**src/rtl/uart_pkg.sv**
```systemverilog
// uart_pkg: definitions shared by the UART transmit controller, the receiver and the
// transmit mux.
//   tx_state_t : transmit FSM state encoding
//   SEL_*      : transmit mux select codes (start / data / parity / stop-idle)
package uart_pkg;

  typedef enum logic [2:0] {
    TX_IDLE   = 3'd0,
    TX_START  = 3'd1,
    TX_DATA   = 3'd2,
    TX_PARITY = 3'd3,
    TX_STOP   = 3'd4
  } tx_state_t;

  localparam logic [1:0] SEL_START = 2'b00;
  localparam logic [1:0] SEL_DATA  = 2'b01;
  localparam logic [1:0] SEL_PAR   = 2'b10;
  localparam logic [1:0] SEL_STOP  = 2'b11;

endpackage

```
**src/rtl/uart_baud_cnt.sv**
```systemverilog
// uart_baud_cnt: bit-period counter. It counts 0..CLKS_PER_BIT-1 while i_run is high
// and then wraps. i_clear has priority and forces the count to 0.
//   i_clk, i_rst_n : clock, async active-low reset
//   i_clear        : synchronous clear
//   i_run          : count enable
//   o_count        : current count
//   o_bit_end      : high on the last cycle of a bit period (count == CLKS_PER_BIT-1)
module uart_baud_cnt #(
  parameter int CLKS_PER_BIT = 16,
  localparam int CNT_W = (CLKS_PER_BIT > 1) ? $clog2(CLKS_PER_BIT) : 1
) (
  input  logic             i_clk,
  input  logic             i_rst_n,
  input  logic             i_clear,
  input  logic             i_run,
  output logic [CNT_W-1:0] o_count,
  output logic             o_bit_end
);

  localparam logic [CNT_W-1:0] LAST = CNT_W'(CLKS_PER_BIT - 1);

  logic [CNT_W-1:0] r_count;

  always_ff @(posedge i_clk or negedge i_rst_n) begin
    if (!i_rst_n) begin
      r_count <= '0;
    end else if (i_clear) begin
      r_count <= '0;
    end else if (i_run) begin
      r_count <= (r_count == LAST) ? '0 : r_count + 1'b1;
    end
  end

  assign o_count   = r_count;
  assign o_bit_end = (r_count == LAST);

endmodule

```
**src/rtl/uart_tx_ctrl.sv**
```systemverilog
// uart_tx_ctrl: sequencing controller for the UART transmit datapath. It accepts one
// byte per i_tx_start while idle and drives the shift register, the parity generator
// and the transmit mux.
//   i_tx_start, i_tx_data_in, i_parity_en : request, sampled only on accept in IDLE
//   o_data_q, o_parity_en_q               : latched frame data and parity option
//   o_load, o_shift_en                    : shift-register load and shift strobes
//   o_select                              : mux select (SEL_* codes)
//   o_busy, o_tx_done                     : frame in progress / last stop-bit cycle
//
// state     | meaning
// ----------+-------------------------------------------------
// TX_IDLE   | line idle-high, waiting for i_tx_start
// TX_START  | start bit; shift register loaded on the first cycle
// TX_DATA   | DATA_W data bits, LSB first, indexed by r_bit_idx
// TX_PARITY | parity bit (only when the latched parity enable is set)
// TX_STOP   | stop bit; o_tx_done on its last cycle
module uart_tx_ctrl
  import uart_pkg::*;
#(
  parameter int DATA_W       = 8,
  parameter int CLKS_PER_BIT = 16
) (
  input  logic              i_clk,
  input  logic              i_rst_n,
  input  logic              i_tx_start,
  input  logic [DATA_W-1:0] i_tx_data_in,
  input  logic              i_parity_en,
  output logic [DATA_W-1:0] o_data_q,
  output logic              o_parity_en_q,
  output logic              o_load,
  output logic              o_shift_en,
  output logic [1:0]        o_select,
  output logic              o_busy,
  output logic              o_tx_done
);

  localparam int CNT_W = (CLKS_PER_BIT > 1) ? $clog2(CLKS_PER_BIT) : 1;
  localparam int IDX_W = (DATA_W > 1) ? $clog2(DATA_W) : 1;
  localparam logic [IDX_W-1:0] IDX_LAST = IDX_W'(DATA_W - 1);

  tx_state_t         r_state;
  logic [DATA_W-1:0] r_data_q;
  logic              r_parity_en_q;
  logic [IDX_W-1:0]  r_bit_idx;
  logic [1:0]        r_select;
  logic              r_busy;

  logic [CNT_W-1:0]  w_baud_cnt;
  logic              w_bit_end;
  logic              w_idle;

  assign w_idle = (r_state == TX_IDLE);

  // Holding the counter in clear while idle guarantees every frame starts at count 0.
  uart_baud_cnt #(
    .CLKS_PER_BIT(CLKS_PER_BIT)
  ) u_baud_cnt (
    .i_clk    (i_clk),
    .i_rst_n  (i_rst_n),
    .i_clear  (w_idle),
    .i_run    (!w_idle),
    .o_count  (w_baud_cnt),
    .o_bit_end(w_bit_end)
  );

  // o_select and o_busy are registered together with the state, so they change on the
  // same edge as the state.
  always_ff @(posedge i_clk or negedge i_rst_n) begin
    if (!i_rst_n) begin
      r_state       <= TX_IDLE;
      r_data_q      <= '0;
      r_parity_en_q <= 1'b0;
      r_bit_idx     <= '0;
      r_select      <= SEL_STOP;
      r_busy        <= 1'b0;
    end else begin
      case (r_state)
        TX_IDLE: begin
          if (i_tx_start) begin
            r_data_q      <= i_tx_data_in;
            r_parity_en_q <= i_parity_en;
            r_state       <= TX_START;
            r_select      <= SEL_START;
            r_busy        <= 1'b1;
          end
        end
        TX_START: begin
          if (w_bit_end) begin
            r_state   <= TX_DATA;
            r_bit_idx <= '0;
            r_select  <= SEL_DATA;
          end
        end
        TX_DATA: begin
          if (w_bit_end) begin
            if (r_bit_idx == IDX_LAST) begin
              r_state  <= r_parity_en_q ? TX_PARITY : TX_STOP;
              r_select <= r_parity_en_q ? SEL_PAR : SEL_STOP;
            end else begin
              r_bit_idx <= r_bit_idx + 1'b1;
            end
          end
        end
        TX_PARITY: begin
          if (w_bit_end) begin
            r_state  <= TX_STOP;
            r_select <= SEL_STOP;
          end
        end
        TX_STOP: begin
          if (w_bit_end) begin
            r_state  <= TX_IDLE;
            r_busy   <= 1'b0;
            r_select <= SEL_STOP;
          end
        end
        default: begin
          r_state  <= TX_IDLE;
          r_busy   <= 1'b0;
          r_select <= SEL_STOP;
        end
      endcase
    end
  end

  // The shift at the end of START presents data bit 0; no shift after the last data bit,
  // which gives exactly DATA_W shifts per frame.
  assign o_load     = (r_state == TX_START) && (w_baud_cnt == '0);
  assign o_shift_en = w_bit_end &&
                      ((r_state == TX_START) ||
                       ((r_state == TX_DATA) && (r_bit_idx != IDX_LAST)));
  assign o_tx_done  = (r_state == TX_STOP) && w_bit_end;

  assign o_data_q      = r_data_q;
  assign o_parity_en_q = r_parity_en_q;
  assign o_select      = r_select;
  assign o_busy        = r_busy;

endmodule

```
**config.mk**
```make
export PLATFORM = sky130hd
export DESIGN_NAME = uart_tx_ctrl
export DESIGN_NICKNAME = d
export VERILOG_FILES = /design/src/rtl/uart_pkg.sv /design/src/rtl/uart_baud_cnt.sv /design/src/rtl/uart_tx_ctrl.sv
export SDC_FILE = /design/constraint.sdc
export NUM_CORES = 1
export LEC_CHECK = 0
export ABC_AREA = 1
export CORE_UTILIZATION = 45
export CTS_CLUSTER_DIAMETER = 30
export CTS_CLUSTER_SIZE = 30
export DETAILED_ROUTE_END_ITERATION = 7
export GPL_ROUTABILITY_DRIVEN = 0
export GPL_TIMING_DRIVEN = 0
export PLACE_DENSITY = 0.82
export SETUP_SLACK_MARGIN = 0.4
export SYNTH_ARGS = -nofsm -noshare
export SYNTH_HDL_FRONTEND = slang
export SYNTH_HIERARCHICAL = 1
export SYNTH_SLANG_ARGS = --single-unit
```
**constraint.sdc**
```tcl
create_clock -name i_clk -period 2.2 [get_ports i_clk]
set_clock_uncertainty 0.2 [all_clocks]
set_input_delay 0.44 -clock i_clk [delete_from_list [all_inputs] [get_ports i_clk]]
set_output_delay 0.44 -clock i_clk [all_outputs]
set_load 0.02 [all_outputs]
```
==> run metrics, run 1 <==
Via Count 1,046; Worst setup EP type output pin; most common cell after layout, fill and taps aside nand2_1; Avg Cell Area, Syn 8.344 um2; Peak VDD IR 0.9461 mV; Cells after Synth 136; Net count, final 194; Leakage 0.8388 nW; Cell Area, Synth 1135 um2; antenna-violating nets left 0; syn_nets 151; crit-path max FO 2; Arr. time, crit path 1.47 ns; die area 2727 um2; Netlist cell types 27; Psw 0.9873 mW; DR vias/cell 5.078; I/O Pins 27; final hold vios 0; Final period util 0.9612; Initial Util 0.4940; placed wire-length estimate 1.776 mm; DRT iter0 DRCs 35; Yosys warnings 6; FP Rows 17; global-route wire length before repair 4.374 mm; hold depth 3; number of global-route vias before repair 1,056; H-tree level count 1; Int Power 1.222 mW; WL/cell 13.07 um; CTS tree built; final instance area 1639 um2; Root Buffer clkbuf_4; Placeable Area 2297 um2; min cycle time layout 2.115 ns; most frequent cells in the layout 40 x nand2_1, 17 x dfrtp_1, 12 x buf_4; share of cells above drive strength 1 0.3371; clock slew at the register clock pins of the worst setup and hold paths 0.13 ns; Power Dens Cells 1348 nW/um2; Total Routing Usage GR 0.2178; accumulated negative setup slack 0 ns; fin util 0.7135; Clock Latency Late Sink 0.30 ns; Non-Filler Instances 206; FF+latch count, synth 22; clock power share 0.137; Worst EP required 1.56 ns; area grow syn2layout 44.43%; DRC 0; Worst R2R Path Depth 12; setup violators final 0; Filler cells 178; CP peak stage delay 0.40 ns; Max Cap Viol 0; cells along the critical path ha_2 -> ha_4 -> inv_2 -> nand3_2 -> nand2_2 -> nand2_2 -> inv_2 -> buf_6; CP max-delay cell dfrtp_1; Gate power share 0.550; total CTS buffers 3; iteration count of the initial detailed-routing pass 4; RSZ-0062 raised after global routing true; Antenna diodes 0; antenna violations before repair 0; Slew HR 0.3493; Flop pwr share 0.313; Routed WL 2.692 mm; fin. max-slew vios 0; min-delay worst type in -> reg; clk sinks 22; CP startpoint r_bit_idx[0]; DP Cell Count 189; hold_buf cts 0; Least-Margin Pin Slew 0.9730 ns; Die W 52.22 um; Crit Reg-Reg Startpoint r_state[1]; Max Clk Rate 472.9 MHz; largest net degree at the start of global routing 23; placed cell area 1438 um2; register area share after synthesis 0.4873; Critical Path Start Type flop; Port Buffers 25; Net Sw Frac 0.4469; clock buffer depth 2; status finished, final reports clean; die height 52.22 um; min-delay src i_tx_start; critical path type reg -> out; Congestion Overflow GR 0
-- logic make-up (layout without fill, tap and decap cells) --
kind of cell,Yosys count,after routing,share of synthesized area
compound gates,15,15,0.07497
buf+inv,19,61,0.07386
simple gates,77,77,0.3308
flops,22,22,0.4873
fa+ha+maj,3,3,0.03308
-- routing by layer --
metal / track usage / wire length [um]
met5: 0 / 0
met3: 0.04638 / 155
met4: 0.03947 / 0
met2: 0.3889 / 1409
met1: 0.2720 / 1126
-- synth_stat cells, drive strengths merged --
cell / n / area share
buf: 3 / 0.021
a22o: 1 / 0.0077
nor3b: 1 / 0.0066
inv: 16 / 0.053
or2: 2 / 0.011
nor3: 1 / 0.0044
nand2: 47 / 0.17
o21ai: 11 / 0.049
nand4: 1 / 0.0055
ha: 3 / 0.033
nor4: 1 / 0.0055
dfrtp: 20 / 0.44
nor2: 9 / 0.050
dfstp: 2 / 0.046
a21oi: 2 / 0.012
a211oi: 1 / 0.0066
nand3: 15 / 0.079
-- cell type report --
class	instances	area (um2)	area share
timing repair buffer	38	326.6	0.1992
inverter	16	67.56	0.04122
clock inverter	1	30.03	0.01832
tap	28	35.03	0.02137
buffer	3	27.53	0.01679
multi-input combinational	95	573.1	0.3496
sequential	22	556.8	0.3397
clock buffer	3	22.52	0.01374
-- what timing repair did --
item                       CTS  global route
pin swaps                    3             6
setup endpoints to repair   21             9
buffers inserted            10             3
resized for setup           41            16
-- power by group through the flow --
stage                     Combinational [mW]  Sequential (mW)  Clock [mW]
final                                   1.21            0.692       0.303
after floorplan                        0.624            0.815           0
after detailed placement                1.13            0.707           0
after global placement                  1.09            0.695           0
after CTS                               1.14            0.676       0.308
after global routing                    1.35            0.709       0.327
-- final timing paths --
check                                         to  slack [ns]
setup / recovery                      o_shift_en        0.09
hold / removal                       o_data_q[2]        0.27
setup reg to reg           u_baud_cnt/o_count[3]        0.37
hold reg to reg                      o_data_q[7]        0.28
max in group asynchronous             r_state[2]        0.68
min in group asynchronous  u_baud_cnt/o_count[3]        0.46
-- registers in the layout, summed over array words and instances (netlist names) --
| name | count |
|---|---|
| o_busy | 1 |
| o_data_q | 8 |
| o_parity_en_q | 1 |
| o_select | 2 |
| r_bit_idx | 3 |
| r_state | 3 |
| u_baud_cnt/o_count | 4 |
-- critical path: cells and delay by family, from the launching register on --
kind / cells / cell delay, ns
simple gates: 3 / 0.23
buf+inv: 3 / 0.19
flops: 1 / 0.40
fa+ha+maj: 2 / 0.35
-- metrics by stage --
| step | total power [mW] | setup slack (ns) | hold slack, ns |
|---|---|---|---|
| global placement | 1.782 | -0.1684 | 0.2529 |
| global route | 2.385 | 0.02523 | 0.2797 |
| CTS | 2.125 | 0.07792 | 0.2652 |
| floorplan | 1.439 | 0.3958 | -0.05559 |
| detailed placement | 1.832 | -0.2275 | 0.2629 |
| finish | 2.209 | 0.08546 | 0.2727 |
No activity file was read; power rests on OpenSTA's default activity.
==> run 2: changes to the inputs <==
--- a/config.mk
+++ b/config.mk
@@ -14,6 +14,7 @@
 export GPL_TIMING_DRIVEN = 0
 export PLACE_DENSITY = 0.82
 export SETUP_SLACK_MARGIN = 0.4
+export SLEW_MARGIN = 20
 export SYNTH_ARGS = -nofsm -noshare
 export SYNTH_HDL_FRONTEND = slang
 export SYNTH_HIERARCHICAL = 1
==> run 2 against run 1 <==
Fmax shrank 0.15%. Critical path type unchanged. Hold slack is the same. Largest cell class unchanged. Via count grew 0.57%. Core utilization grew 0.22 points. Sequential power is essentially flat. Final area grew 0.31%.
==> run metrics, run 2 (same netlist as run 1, synthesis figures left out) <==
total CTS buffers 3; clock buffer depth 2; Least-Margin Pin Slew 0.4893 ns; Power Dens Cells 1347 nW/um2; Max Clk Rate 472.2 MHz; Reg area 556.8 um2; CP max-delay cell dfrtp_1; Port Buffers 25; Total Routing Usage GR 0.2178; Antenna diodes 0; FP Rows 17; clock power share 0.137; area of the multi-input gates 573.1 um2; Congestion Overflow GR 0; DR vias/cell 5.082; Worst setup EP type output pin; share of cells above drive strength 1 0.3408; CP startpoint r_bit_idx[0]; min-delay worst type in -> reg; number of global-route vias before repair 1,056; area grow syn2layout 44.87%; Clock Latency Late Sink 0.30 ns; clock slew at the register clock pins of the worst setup and hold paths 0.13 ns; Via Count 1,052; Max Cap Viol 0; PnR Total Power 2.215 mW; antenna-violating nets left 0; Slew HR 0.6738; Worst R2R Path Depth 12; crit-path max FO 2; Int Power 1.222 mW; register-to-register setup slack 0.37 ns; max reg flops 8; DRC 0; Leakage 0.8430 nW; RSZ-0062 raised after global routing true; global-route wire length before repair 4.374 mm; die height 52.22 um; Net count, final 195; Net Sw Frac 0.4481; placed wire-length estimate 1.776 mm; cells along the critical path ha_2 -> ha_4 -> inv_2 -> nand3_2 -> nand2_2 -> nand2_2 -> inv_2 -> buf_6; CP peak stage delay 0.40 ns; CTS tree built; clk sinks 22; status finished, final reports clean; fin. max-slew vios 0; Routed WL 2.708 mm; Psw 0.9924 mW; most frequent cells in the layout 40 x nand2_1, 17 x dfrtp_1, 12 x buf_4; DRT iter0 DRCs 36; final hold vios 0; Initial Util 0.4940; Gate power share 0.550; Peak VDD IR 0.9472 mV; antenna violations before repair 0; Filler cells 177; I/O Pins 27; largest net degree at the start of global routing 23; Flop pwr share 0.313; Arr. time, crit path 1.48 ns; Final period util 0.9626; setup violators final 0; die area 2727 um2; most common cell after layout, fill and taps aside nand2_1; WL/cell 13.08 um; Critical Path Start Type flop; min cycle time layout 2.118 ns; critical path type reg -> out; Root Buffer clkbuf_4; H-tree level count 1; iteration count of the initial detailed-routing pass 4; Die W 52.22 um; Placeable Area 2297 um2; Worst Setup EP o_shift_en; Crit Reg-Reg Startpoint r_state[1]; Worst EP required 1.56 ns; accumulated negative setup slack 0 ns; endpoint of the worst register-to-register path u_baud_cnt/o_count[3]
[run 2: how the worst min path moves through the flow]
stage | from | to | slack (ns) | cells after the start
6_report | i_tx_start | o_data_q[2] | 0.27 | 3
5_1_grt | i_tx_start | o_data_q[0] | 0.28 | 3
4_1_cts | i_tx_start | o_data_q[5] | 0.27 | 3
3_5_place_dp | o_data_q[7] | o_data_q[7] | 0.26 | 2
3_3_place_gp | o_data_q[5] | o_data_q[5] | 0.25 | 2
2_1_floorplan | i_rst_n | o_busy | -0.06 | 0
[run 2: final cells by class]
| class | instances | share of cell area |
|---|---|---|
| Clock inverter | 1 | 0.01826 |
| Multi-Input combinational cell | 95 | 0.3486 |
| Tap cell | 28 | 0.02131 |
| Clock buffer | 3 | 0.01370 |
| Inverter | 16 | 0.04110 |
| Sequential cell | 22 | 0.3387 |
| Timing Repair Buffer | 39 | 0.2017 |
| Buffer | 3 | 0.01674 |
[run 2: routing by layer]
metal / global-route usage / vias up / share of wire
met5: 0 / - / 0
li1: - / 520 / -
met4: 0.03947 / 0 / 0
met1: 0.2720 / 492 / 0.43
met3: 0.04638 / 0 / 0.056
met2: 0.3889 / 40 / 0.52
[run 2: critical path: cells and delay by family, from the launching register on]
| kind | cells | cell delay, ns |
|---|---|---|
| and+or+nand+nor | 3 | 0.23 |
| buffers and inverters | 3 | 0.19 |
| adders and majority gates | 2 | 0.35 |
| DFF | 1 | 0.40 |
[run 2: metrics by stage]
step	util	cells	setup WS (ns)	hold WS [ns]	area, um2
after floorplan	-	136	0.3958	-0.05559	1152
after global placement	0.6258	189	-0.1684	0.2529	1438
after detailed placement	0.6258	189	-0.2275	0.2629	1438
after CTS	0.6846	203	0.07792	0.2652	1573
after global routing	0.7157	207	0.02523	0.2797	1644
final	0.7157	207	0.08231	0.2727	1644
[run 2: timing repair]
action / in CTS / in global routing
setup buffers: 10 / 3
setup endpoints to repair: 21 / 9
endpoints found under the hold margin: 0 / 20
pin swaps: 3 / 6
gates resized for setup: 41 / 16
hold buffers: 0 / 1
[run 2: power by group through the flow]
stage	logic, mW	clock network [mW]	registers (mW)
3_5_place_dp	1.13	0	0.707
2_1_floorplan	0.624	0	0.815
5_1_grt	1.35	0.327	0.709
3_3_place_gp	1.09	0	0.695
4_1_cts	1.14	0.308	0.676
6_report	1.22	0.304	0.692
